===== src/rtl/rob_if.sv =====
// +--------------------------------------------------------------------------+
// | rob_pkg / squash_if : payload types and flush interface for the ROB       |
// | Revision: 1.0                                                             |
// +--------------------------------------------------------------------------+
`default_nettype none

package rob_pkg;

    typedef struct packed {
        logic [31:0] pc;
        logic [4:0]  rd;
        logic        rd_valid;
    } si_t;

    typedef struct packed {
        logic [7:0] id;
        si_t        si;
        logic [5:0] prd;
    } di_t;

    typedef struct packed {
        logic [7:0]  id;
        logic [31:0] pc;
        logic [4:0]  ard;
        logic [5:0]  prd;
        logic        needprf2arf;
    } rob_entry_t;

endpackage

interface squash_if;
    logic valid;

    modport master (output valid);
    modport slave  (input  valid);
endinterface

`default_nettype wire


===== src/rtl/rob.sv =====
// +--------------------------------------------------------------------------+
// | rob : in-order allocate, out-of-order complete, in-order retire buffer   |
// | Revision: 1.0                                                             |
// +--------------------------------------------------------------------------+
`default_nettype none

module rob
    import rob_pkg::*;
#(
    parameter  int ROBSIZE  = 16,
    localparam int IDX_BITS = $clog2(ROBSIZE)
) (
    input  logic                clk,
    input  logic                rst,
    input  di_t                 di_i,
    input  logic                di_i_valid,
    output logic                di_i_ready,
    output logic [IDX_BITS-1:0] rob_idx_o,
    input  logic                complete_valid_i,
    input  logic [IDX_BITS-1:0] complete_idx_i,
    output rob_entry_t          retire_entry_o,
    output logic                retire_entry_o_valid,
    squash_if.slave             squash_io
);

    localparam logic [IDX_BITS:0]   CNT_FULL = (IDX_BITS+1)'(ROBSIZE);
    localparam logic [IDX_BITS:0]   CNT_ONE  = (IDX_BITS+1)'(1);
    localparam logic [IDX_BITS-1:0] PTR_ONE  = IDX_BITS'(1);

    logic [ROBSIZE-1:0]  valid_q;
    logic [ROBSIZE-1:0]  done_q;
    logic [IDX_BITS-1:0] head_q;
    logic [IDX_BITS-1:0] tail_q;
    logic [IDX_BITS:0]   count_q;
    logic [IDX_BITS:0]   count_d;
    rob_entry_t          mem_q [ROBSIZE];
    rob_entry_t          retire_entry_q;
    logic                retire_valid_q;

    logic       w_alloc;
    logic       w_retire;
    rob_entry_t w_new_entry;

    // Ready depends only on the registered count: a slot freed by this
    // cycle's retire becomes usable next cycle.
    assign di_i_ready = (count_q != CNT_FULL);
    assign rob_idx_o  = tail_q;
    assign w_alloc    = di_i_valid && di_i_ready;
    assign w_retire   = valid_q[head_q] && done_q[head_q];

    assign retire_entry_o       = retire_entry_q;
    assign retire_entry_o_valid = retire_valid_q;

    assign w_new_entry = '{id:          di_i.id,
                           pc:          di_i.si.pc,
                           ard:         di_i.si.rd,
                           prd:         di_i.prd,
                           needprf2arf: di_i.si.rd_valid};

    always_comb begin
        count_d = count_q;
        if (w_alloc && !w_retire) begin
            count_d = count_q + CNT_ONE;
        end else if (!w_alloc && w_retire) begin
            count_d = count_q - CNT_ONE;
        end
    end

    always_ff @(posedge clk) begin
        if (w_alloc && !squash_io.valid) begin
            mem_q[tail_q] <= w_new_entry;
        end
    end

    always_ff @(posedge clk or posedge rst) begin
        if (rst) begin
            valid_q        <= '0;
            done_q         <= '0;
            head_q         <= '0;
            tail_q         <= '0;
            count_q        <= '0;
            retire_valid_q <= 1'b0;
            retire_entry_q <= '0;
        end else if (squash_io.valid) begin
            valid_q        <= '0;
            head_q         <= '0;
            tail_q         <= '0;
            count_q        <= '0;
            retire_valid_q <= 1'b0;
        end else begin
            retire_valid_q <= w_retire;
            count_q        <= count_d;
            if (w_retire) begin
                retire_entry_q  <= mem_q[head_q];
                valid_q[head_q] <= 1'b0;
                head_q          <= head_q + PTR_ONE;
            end
            if (complete_valid_i && valid_q[complete_idx_i]) begin
                done_q[complete_idx_i] <= 1'b1;
            end
            // Allocation is applied last; the tail slot is never valid, so
            // it cannot collide with the retire or completion writes above.
            if (w_alloc) begin
                valid_q[tail_q] <= 1'b1;
                done_q[tail_q]  <= 1'b0;
                tail_q          <= tail_q + PTR_ONE;
            end
        end
    end

endmodule

`default_nettype wire


===== src/flat_wrapper.sv =====
// flat-port wrapper written by rule: the top's interface ports become plain ports
module rob_flat import rob_pkg::*;
#(
    parameter  int ROBSIZE  = 16,
    localparam int IDX_BITS = $clog2(ROBSIZE)
)
  (clk, rst, di_i, di_i_valid, di_i_ready, rob_idx_o, complete_valid_i, complete_idx_i, retire_entry_o, retire_entry_o_valid, squash_io_valid);
  squash_if squash_io_i ();
  input  logic clk;
  input  logic rst;
  input  di_t di_i;
  input  logic di_i_valid;
  output logic di_i_ready;
  output logic [IDX_BITS-1:0] rob_idx_o;
  input  logic complete_valid_i;
  input  logic [IDX_BITS-1:0] complete_idx_i;
  output rob_entry_t retire_entry_o;
  output logic retire_entry_o_valid;
  input wire logic [$bits(squash_io_i.valid)-1:0] squash_io_valid;
  assign squash_io_i.valid = squash_io_valid;
  rob #(.ROBSIZE(ROBSIZE)) u_core (.clk(clk), .rst(rst), .di_i(di_i), .di_i_valid(di_i_valid), .di_i_ready(di_i_ready), .rob_idx_o(rob_idx_o), .complete_valid_i(complete_valid_i), .complete_idx_i(complete_idx_i), .retire_entry_o(retire_entry_o), .retire_entry_o_valid(retire_entry_o_valid), .squash_io(squash_io_i));
endmodule

===== config.mk =====
export PLATFORM = sky130hd
export DESIGN_NAME = rob_flat
export DESIGN_NICKNAME = d
export VERILOG_FILES = /design/src/rtl/rob_if.sv /design/src/rtl/rob.sv /design/src/flat_wrapper.sv
export SDC_FILE = /design/constraint.sdc
export NUM_CORES = 1
export LEC_CHECK = 0
export CORE_ASPECT_RATIO = 0.5
export CORE_MARGIN = 5
export CORE_UTILIZATION = 65
export CTS_CLUSTER_DIAMETER = 60
export DETAILED_ROUTE_END_ITERATION = 16
export PLACE_DENSITY_LB_ADDON = 0.15
export SKIP_LAST_GASP = 1
export SYNTH_ARGS = -nofsm -noshare
export SYNTH_HDL_FRONTEND = slang
export SYNTH_SLANG_ARGS = --single-unit

===== constraint.sdc =====
create_clock -name clk -period 13.2 [get_ports clk]
set_input_delay 3.3 -clock clk [delete_from_list [all_inputs] [get_ports clk]]
set_output_delay 3.3 -clock clk [all_outputs]
set_load 0.05 [all_outputs]

# Word-level counts from Yosys, hierarchy flattened
# Memories as Yosys holds them, arrays and structs flattened. A register that Yosys moved wholly into a read port is not among the register bits.
# Index checks and enable logic that the tools add are counted.
# word_totals
mem_bits_rw,832
out_inout_bits,58
elab_cells,70
mem_count,1
ff_bits,46
# memory_table
memory,words,word_bits,rd,rd_ports_with_merged_regs,write_ports,line,rtl
u_core.mem_q,16,52,1,1,1,rob.sv:36,rob_entry_t mem_q [ROBSIZE];
# classes
bitwise,7
n_eq_ne,1
order_cmp,6
muxes,29
add_sub_neg,4
reduce_logical,16
# ops
op,n
two-way mux 16 bit,7
bitwise AND 16 bit,2
inverter 16 bit,2
bitwise OR 16 bit,2
two-way mux 4 bit,4
< comparator 4 x 5 -> 1 bit (second input constant),3
two-way mux 5 bit,3
binary-select mux 1 bit (select 4 bit),3
demux 1 bit (select 4 bit),3
greater-or-equal comparator 4 x 1 -> 1 bit (second input constant),3
logical AND 1 bit,9
two-way mux 1 bit,9
adder 4 x 1 -> 4 bit (second input constant),2
adder 5 x 1 -> 5 bit (second input constant),1
!= test 5 bit (second input constant),1
subtractor 5 x 1 -> 5 bit (second input constant),1
nonzero test 2 bit,2
logical NOT 1 bit,3
nonzero test 3 bit,1
AND reduction 2 bit,1
inverter 1 bit,1

# Depth between registers and ports, before layout
# Gate-level depths: netlist of run 1.
# logic_depth
word_depth,11
ltp_mapped,11
ltp_nobuf,10

# Worst setup path before layout of run 1
# Ideal clock, no wire load.
# synth_path
path_type,input to register
from,input squash_io_valid
to,memory u_core.mem_q[13][0] (netlist bit) (enable)
path_stages,4
path_slack_ns,5.267
setup_time_ns,0.530
t_arrival_ns,7.402
n_path_buf,1
cell_sequence,clkbuf_1 -> inv_1 -> nand2_1 -> nor3_1
# synth_between
elab_chain_len,4
# synth_lines
element,line,rtl
start: declaration,flat_wrapper.sv:19,input wire logic [$bits(squash_io_i.valid)-1:0] squash_io_valid;
logical NOT 1 bit,rob.sv:70,if (w_alloc && !squash_io.valid) begin
logical AND 1 bit,rob.sv:70,
two-way mux 1 bit,rob.sv:70,
two-way mux 1 bit (not written as such),rob.sv:71,mem_q[tail_q] <= w_new_entry;
end: declaration,rob.sv:36,
# Every way passes these cells.

# Worst setup path after layout of run 1
# layout_path
from,input squash_io_valid
to,memory u_core.mem_q[4][45] (netlist bit) (enable)
# The elaborated chain is that of the path after synthesis.

==> results.toml, run 1 <==
[clock_network]
htreeDepth = 3
cts_made_buffers = 76
clk_pin_slew_ps = 70
cts_hold_buf = 0
clock_latency_ps = 620
cts.path.max_buffers = 3
cts.sinks = 930
cts_tree = "done"
post_cts_resized = 0
root_buffer = "clkbuf_16"
post-cts-setup-buffers = 0

[setup_path]
max_stage_delay_ps = 740
path_cells = "clkdlybuf4s50_1 -> inv_1 -> nand2_1 -> nor2_4 -> buf_4"
rrSetupSlack_ps = 8120
critPathLaunchType = "input pin"
critPathArrivalTime_ps = 6210
worstReg2RegEnd = "u_core.count_q[4]"
worstPathRequired_ps = 13440
crit_fanout = 35
crit_path_top_delay_cell = "clkdlybuf4s50_1"
crit_path_end_kind = "flop"
path_class = "input pin to flop"
reg2regPathDepth = 12
crit_family = "buffers and inverters"
r2r-start = "u_core.head_q[1]"
critPathBufInv = 3

[synth]
ys.warnings.count = 0
synth_area_leaders = "edfxtp_1, mux4_2, dfrtp_1, mux4_1, mux2_2"
yosysMostFrequentCell = "edfxtp_1"
async_flop_share = 0.1054
synth_top_cell_by_area = "edfxtp_1"
yosys.area.top_type_share = 0.6964
synthesis.area_mm2 = 0.03588
syn-num-nets = 1594
synth-edff-count = 832
syn_inst = 1520
ys_types = 40
ys_ff_latch = 930
synth_common_cells = "edfxtp_1, mux4_2, dfrtp_1"
ys_seq_area_frac = 0.7647
synth_area_per_cell_um2 = 23.60
ys.flop_type = "edfxtp_1"

[placement]
portBuffers = 118
dpl_cell_area_mm2 = 0.03787
place_congestion = 0.8063
post-dp-hpwl_mm = 40.70

[worst_hold_path]
hp-class = "flop to flop"
min_delay_path_depth = 2
hp-start = "u_core.done_q[9]"
worst_hold_path.endpoint = "u_core.done_q[9]"

[pwr]
p_leak_nw = 12.90
ir_drop_mv = 0.08904
powerDensity_mw_per_mm2 = 143.0

[routing]
vias_per_cell = 6.793
ant_nets = 0
via_count = 16830
drt-initial-drc-count = 2175
wirelength_mm = 79.46
dr.pass1.iters = 5
drc = 0
wire_per_inst_um = 32.06

[sta]
hold_viol = 0
max_freq_mhz = 167.7
fin_skew_ps = 19.29
rsz0062_at_grt = "false"
min_period_ps = 5963
worst_pin_slew_ps = 1162
slew_violations = 0
fin_crit_sh = 0.4517
finalSetupViolCount = 0
slew_headroom = 0.2253
tns_ps = 0

[grt]
grt_use_total = 0.2717
grt_pass1_wl_mm = 117.9
grt_max_degree = 75
overflow = 0
antenna_found_initial = 3
grt_pass1_vias = 17690

[cells_and_area]
stdcell_area_mm2 = 0.04031
fin_util = 0.7436
syn_to_final_growth_pct = 12.34
num-nets-final = 1744
final_layout_size_suffix_gt1_frac = 0.2737

[run]
drv_cap = 0

[floorplanning]
dieArea_mm2 = 0.06028
die_w_um = 342.3
fp-row-count = 60
die_h_um = 176.1
pin_count = 119
start_util = 0.6619
core_mm2 = 0.05420

[outcome]
status = "completed"
-- placed cells by master (no fill, tap or decap), drive strengths merged, types with 6 or more instances in the layout --
master and instances:
inv 12, edfxtp 832, nand2 22, nand3 21, mux2 54, clkbuf 100, mux4 272, dfrtp 98
a31o 16, ha 12, nor2 42, buf 28, clkdlybuf4s50 118, bufinv 6, clkinv 28, a21oi 24
-- routing by layer --
layer	routed length [um]	GRT usage
met5	13	0
met4	2011	0.07603
met3	6120	0.04527
met2	39870	0.4416
met1	31440	0.3965
-- power by group --
part / internal [mW] / switching (mW) / leakage (nW)
combinational: 0.0864 / 0.158 / 2.87
sequential: 3.25 / 0.0207 / 8.84
clock: 1.23 / 1.03 / 1.19
-- area by class of cell --
type | instances | area, um2
sequential | 930 | 27450
fill | 2950 | 13900
multi-input combinational | 508 | 8065
clock buffer | 100 | 2056
timing repair buffer | 146 | 1391
tap | 744 | 930.9
clock inverter | 40 | 374.1
inverter | 8 | 32.53
antenna | 2 | 5.005
-- logic make-up (layout without fill, tap and decap cells) --
group | Yosys count | count (layout) | share of synthesized area
adder cells (fa/ha/maj) | 13 | 13 | 0.004743
AND/OR/NAND/NOR | 115 | 115 | 0.01594
multiplexers | 326 | 326 | 0.1906
other | 0 | 2 | 0
buffers and inverters | 82 | 294 | 0.01357
AO/OA/AOI/OAI | 46 | 46 | 0.008474
XOR/XNOR | 8 | 8 | 0.001953
flip-flops | 930 | 930 | 0.7647
-- sequential cells by signal, indices dropped and copies added, names as in the netlist --
| register | flops |
|---|---|
| u_core.done_q | 16 |
| u_core.count_q | 5 |
| u_core.retire_entry_o | 52 |
| u_core.mem_q | 832 |
| u_core.rob_idx_o | 4 |
| u_core.retire_entry_o_valid | 1 |
| u_core.head_q | 4 |
| u_core.valid_q | 16 |
-- worst min-delay path: cells and delay by family (launching register included) --
family	cells	cell delay, ps
AO/OA/AOI/OAI	1	50
AND/OR/NAND/NOR	1	80
flip-flops	1	340
-- worst max-delay path by stage --
| stage | startpoint | cells after the start | end |
|---|---|---|---|
| 2_1_floorplan | squash_io_valid | 4 | u_core.mem_q[13][0] |
| 3_5_place_dp | squash_io_valid | 5 | u_core.mem_q[4][39] |
| 3_3_place_gp | squash_io_valid | 5 | u_core.mem_q[4][43] |
| 4_1_cts | squash_io_valid | 5 | u_core.mem_q[4][50] |
| 6_report | squash_io_valid | 5 | u_core.mem_q[4][45] |
| 5_1_grt | squash_io_valid | 5 | u_core.mem_q[4][2] |
-- metrics by stage --
stage,std cells,total power [mW],hold slack (ps),setup WS (ps)
2_1_floorplan,1520,3.453,454.3,5267
3_3_place_gp,2336,3.562,468.2,6774
3_5_place_dp,2336,3.573,485.2,6641
4_1_cts,2476,5.792,501.0,7260
5_1_grt,2478,5.950,530.5,7074
6_report,2478,5.765,503.0,7237
Power figures use the tool's default switching activity.
==> inputs of run 2 (changes only) <==
- CORE_UTILIZATION: 65 -> 55
- clock period: 13.2 -> 4.8 ns (I/O delays scaled with it)
==> run 2 against run 1 <==
Effect of this change:
- clock skew rose by 5.1 ps
- flip-flop and latch count did not move
- critical path depth rose by 5
- non-clock buffer count rose by 15
- utilization fell by 11 points
- cell count rose by 6.5%
- routed wire length fell by 4.8%
- sequential share of layout area fell by 1.2 points
==> results.toml, run 2 (same netlist as run 1, synthesis figures left out) <==
[placement]
dpl_cell_area_mm2 = 0.03837
dp_slack_ps = 890.3
placedCellCount = 2491
post-dp-hpwl_mm = 40.60
portBuffers = 118
place_congestion = 0.7940

[setup_path]
crit_fanout = 29
crit_path_top_delay_cell = "dfrtp_4"
worstSetupStartpoint = "u_core.head_q[3]"
path_class = "flop to flop"
cpMostUsedCell = "a21oi_1"
critPathArrivalTime_ps = 4100
worstReg2RegEnd = "u_core.count_q[4]"
rrSetupSlack_ps = 1190
reg2regPathDepth = 10
cp_num_cells = 10
worstPathRequired_ps = 5300
crit_path_end_kind = "flop"
path_cells = "nor2b_1 -> nand2_1 -> and4_4 -> o21ai_2 -> ha_1 -> a21o_1 -> a21oi_1 -> a21oi_1 -> a21boi_0 -> mux2_2"
r2r-start = "u_core.head_q[3]"
critPathBufInv = 0
max_stage_delay_ps = 830
critPathLaunchType = "flop"
crit_family = "compound AO/OA/AOI/OAI gates"

[floorplanning]
start_util = 0.5535
core_mm2 = 0.06482
fp-row-count = 66
dieArea_mm2 = 0.07075
die_h_um = 190.6
die_w_um = 371.2
pin_count = 119

[routing]
wire_per_inst_um = 28.66
drc = 0
wirelength_mm = 75.64
via_count = 16430
drt-initial-drc-count = 1816
ant_nets = 0
dr.pass1.iters = 5
vias_per_cell = 6.227

[grt]
grt_pass1_wl_mm = 114.3
overflow = 0
antenna_found_initial = 0
grt_use_total = 0.2203
grt_pass1_vias = 17560
grt_max_degree = 119

[cells_and_area]
final_cell_mix = "edfxtp_1, mux4_2, clkdlybuf4s50_1"
regMostFlops = "u_core.mem_q"
num-nets-final = 1762
layoutNonFillerInstCount = 2639
fin_util = 0.6327
syn_to_final_growth_pct = 14.31
fillers = 4282
stdcell_area_mm2 = 0.04101
final_common_cell = "edfxtp_1"
final_layout_size_suffix_gt1_frac = 0.2906
largest_register_ffs = 832
diodes = 0

[pwr]
powerDensity_mw_per_mm2 = 393.5
ir_drop_mv = 0.2258
p_leak_nw = 13.16
power_mw = 16.14

[clock_network]
cts_tree = "done"
post-cts-setup-buffers = 0
clock_latency_ps = 640
cts.path.max_buffers = 3
cts_made_buffers = 79
root_buffer = "clkbuf_16"
cts_hold_buf = 0
cts.sinks = 930
post_cts_resized = 0
clk_pin_slew_ps = 70
htreeDepth = 3

[worst_hold_path]
hp-start = "u_core.done_q[7]"
worst_hold_path.endpoint = "u_core.done_q[7]"
hp-class = "flop to flop"
min_delay_path_depth = 2

[run]
drv_cap = 0

[sta]
hold_viol = 0
finalSetupViolCount = 0
min_period_ps = 3606
max_freq_mhz = 277.4
rsz0062_at_grt = "false"
tns_ps = 0
slew_headroom = 0.2975
fin_skew_ps = 24.42
slew_violations = 0
fin_hold_ws_ps = 503.8
setup_slack_ps = 1194
worst_pin_slew_ps = 1054
fin_crit_sh = 0.7512

[outcome]
status = "completed"
## run 2: how the worst max path moves through the flow
stage          slack [ps]            endpoint
3_3_place_gp          920   u_core.count_q[4]
2_1_floorplan         300  u_core.mem_q[0][0]
6_report             1190   u_core.count_q[4]
4_1_cts              1250   u_core.count_q[4]
3_5_place_dp          890   u_core.count_q[4]
5_1_grt              1030   u_core.count_q[4]
## run 2: where the power goes
part / total [mW] / switching, mW / internal [mW] / leakage [nW]
Sequential: 8.98 / 0.0508 / 8.93 / 8.84
Combinational: 0.663 / 0.423 / 0.240 / 3.02
Clock: 6.49 / 2.88 / 3.61 / 1.30
Total: 16.1 / 3.36 / 12.8 / 13.2
## run 2: layer usage
layer / vias to the layer above / part of all wire / track usage
met5: - / 0 / 0
met1: 8981 / 0.43 / 0.3286
met4: 0 / 0.017 / 0.04576
li1: 6795 / - / -
met3: 105 / 0.057 / 0.03538
met2: 551 / 0.49 / 0.3547
## run 2: tightest hold or removal path: stages (launching register included)
cell and delay [ps]:
dfrtp_1 350, a21oi_1 40, nor2_1 70
## run 2: layout make-up
type | instances | area, um2 | area share
Sequential cell | 930 | 27450 | 0.6694
Multi-Input combinational cell | 508 | 8090 | 0.1973
Clock buffer | 101 | 2162 | 0.05272
Timing Repair Buffer | 161 | 1692 | 0.04125
Tap cell | 884 | 1106 | 0.02697
Clock inverter | 47 | 478.0 | 0.01165
Inverter | 8 | 32.53 | 0.0007932
==> inputs of run 3 (changes only) <==
- clock period: 4.8 -> 3 ns (I/O delays scaled with it)
==> run 3 against run 2 <==
Effect of this change:
- clock power increased by 62%
- sequential share of layout area decreased by 1.4 points
- non-clock buffer count increased by 51
- largest power group unchanged
- fmax increased by 23%
==> results.toml, run 3 (same netlist as run 1, synthesis figures left out) <==
[routing]
drc = 0
via_count = 16740
wire_per_inst_um = 29.25
ant_nets = 0
wirelength_mm = 78.59
vias_per_cell = 6.230
drt-initial-drc-count = 1680
dr.pass1.iters = 6

[run]
drv_cap = 0

[floorplanning]
dieArea_mm2 = 0.07075
die_w_um = 371.2
pin_count = 119
core_mm2 = 0.06482
die_h_um = 190.6
start_util = 0.5535
fp-row-count = 66

[pwr]
powerDensity_mw_per_mm2 = 619.9
ir_drop_mv = 0.3706
p_leak_nw = 13.54
p_sw_mw = 5.240
switching_share = 0.2017
p_comb_frac = 0.042
p_clk_frac = 0.405
seq_power_share = 0.553
intPower_mw = 20.74

[setup_path]
crit_path_end_kind = "flop"
crit_fanout = 168
max_stage_delay_ps = 550
reg2regPathDepth = 4
path_cells = "buf_12 -> mux4_2 -> mux4_2 -> mux2_2"
path_class = "flop to flop"
crit_family = "multiplexers"
cp_num_cells = 4
crit_path_top_delay_cell = "dfrtp_4"
worstPathRequired_ps = 3490
critPathArrivalTime_ps = 3420
critPathBufInv = 1
critPathLaunchType = "flop"
cpMostUsedCell = "mux4_2"

[cells_and_area]
final_layout_size_suffix_gt1_frac = 0.3062
syn_to_final_growth_pct = 16.81
final_cell_mix = "edfxtp_1, mux4_2, clkdlybuf4s50_1"
fillers = 4216
diodes = 0
regMostFlops = "u_core.mem_q"
final_common_cell = "edfxtp_1"
largest_register_ffs = 832
num-nets-final = 1813

[clock_network]
cts.path.max_buffers = 3
clock_latency_ps = 620
cts_made_buffers = 79
cts_tree = "done"
root_buffer = "clkbuf_16"
cts_hold_buf = 0
cts.sinks = 930
htreeDepth = 3
clk_pin_slew_ps = 60

[sta]
slew_violations = 0
min_period_ps = 2928
fin_hold_ws_ps = 434.4
max_freq_mhz = 341.5
tns_ps = 0
hold_viol = 0
worst_pin_slew_ps = 1398
setup_slack_ps = 72.04
finalSetupViolCount = 0
rsz0062_at_grt = "true"
slew_headroom = 0.06831
fin_crit_sh = 0.9760
fin_skew_ps = 18.41

[grt]
grt_pass1_wl_mm = 117.1
overflow = 0
grt_max_degree = 169
grt_pass1_vias = 17660
antenna_found_initial = 0
grt_use_total = 0.2277

[outcome]
status = "completed"

[placement]
portBuffers = 118
place_congestion = 0.7723
dp_slack_ps = -50.55
post-dp-hpwl_mm = 43.20

[worst_hold_path]
hp-class = "input pin to asynchronous set/reset pin"
[run 3: worst register-to-register path: stages, from the launching register on]
cell,delay [ps]
dfrtp_4,550
buf_12,520
mux4_2,960
mux4_2,510
mux2_2,280
[run 3: stage by stage]
step	instances	power [mW]	cell area, um2	util
2_1_floorplan	1520	15.19	35930	-
3_3_place_gp	2537	15.70	39170	0.6042
3_5_place_dp	2537	15.75	39170	0.6042
4_1_cts	2685	26.18	41860	0.6457
5_1_grt	2687	26.85	41910	0.6465
6_report	2687	25.98	41910	0.6465
[run 3: final timing paths]
| kind | from | end | slack, ps |
|---|---|---|---|
| worst max register to register | u_core.head_q[1] | u_core.retire_entry_o[19] | 70 |
| max in group asynchronous | rst | u_core.retire_entry_o_valid | 1910 |
| worst min-delay path | rst | u_core.retire_entry_o[42] | 430 |
| worst min register to register | u_core.done_q[7] | u_core.done_q[7] | 500 |
| worst max-delay path | u_core.head_q[1] | u_core.retire_entry_o[19] | 70 |
| min in group clk | u_core.done_q[7] | u_core.done_q[7] | 500 |
[run 3: power groups by stage]
| stage | clock network [mW] | registers, mW | logic (mW) |
|---|---|---|---|
| final | 10.5 | 14.4 | 1.09 |
| after global routing | 11.3 | 14.4 | 1.17 |
| after CTS | 10.7 | 14.4 | 1.10 |
| after detailed placement | 0 | 14.7 | 1.09 |
| after global placement | 0 | 14.6 | 1.06 |
| after floorplan | 0 | 14.8 | 0.380 |
[run 3: per-layer routing]
layer	up-vias	share of wire	track usage
met4	0	0.017	0.04621
met5	-	0	0
met3	100	0.067	0.04494
met2	622	0.49	0.3642
met1	9111	0.43	0.3361
li1	6908	-	-
[run 3: final cells by class]
cell class | instances | area (um2) | share of cell area
well taps | 884 | 1106 | 0.02639
inverters | 8 | 32.53 | 0.0007762
clock inverters | 41 | 464.2 | 0.01108
multi-input cells | 508 | 8109 | 0.1935
flip-flops and latches | 930 | 27450 | 0.6550
repair buffers | 212 | 2551 | 0.06087
clock buffers | 104 | 2195 | 0.05237
[run 3: what timing repair did]
item                       4_1_cts  5_1_grt
pin swaps                        0        5
resized for setup                3        8
setup buffers                    3        2
setup endpoints to repair        9       32
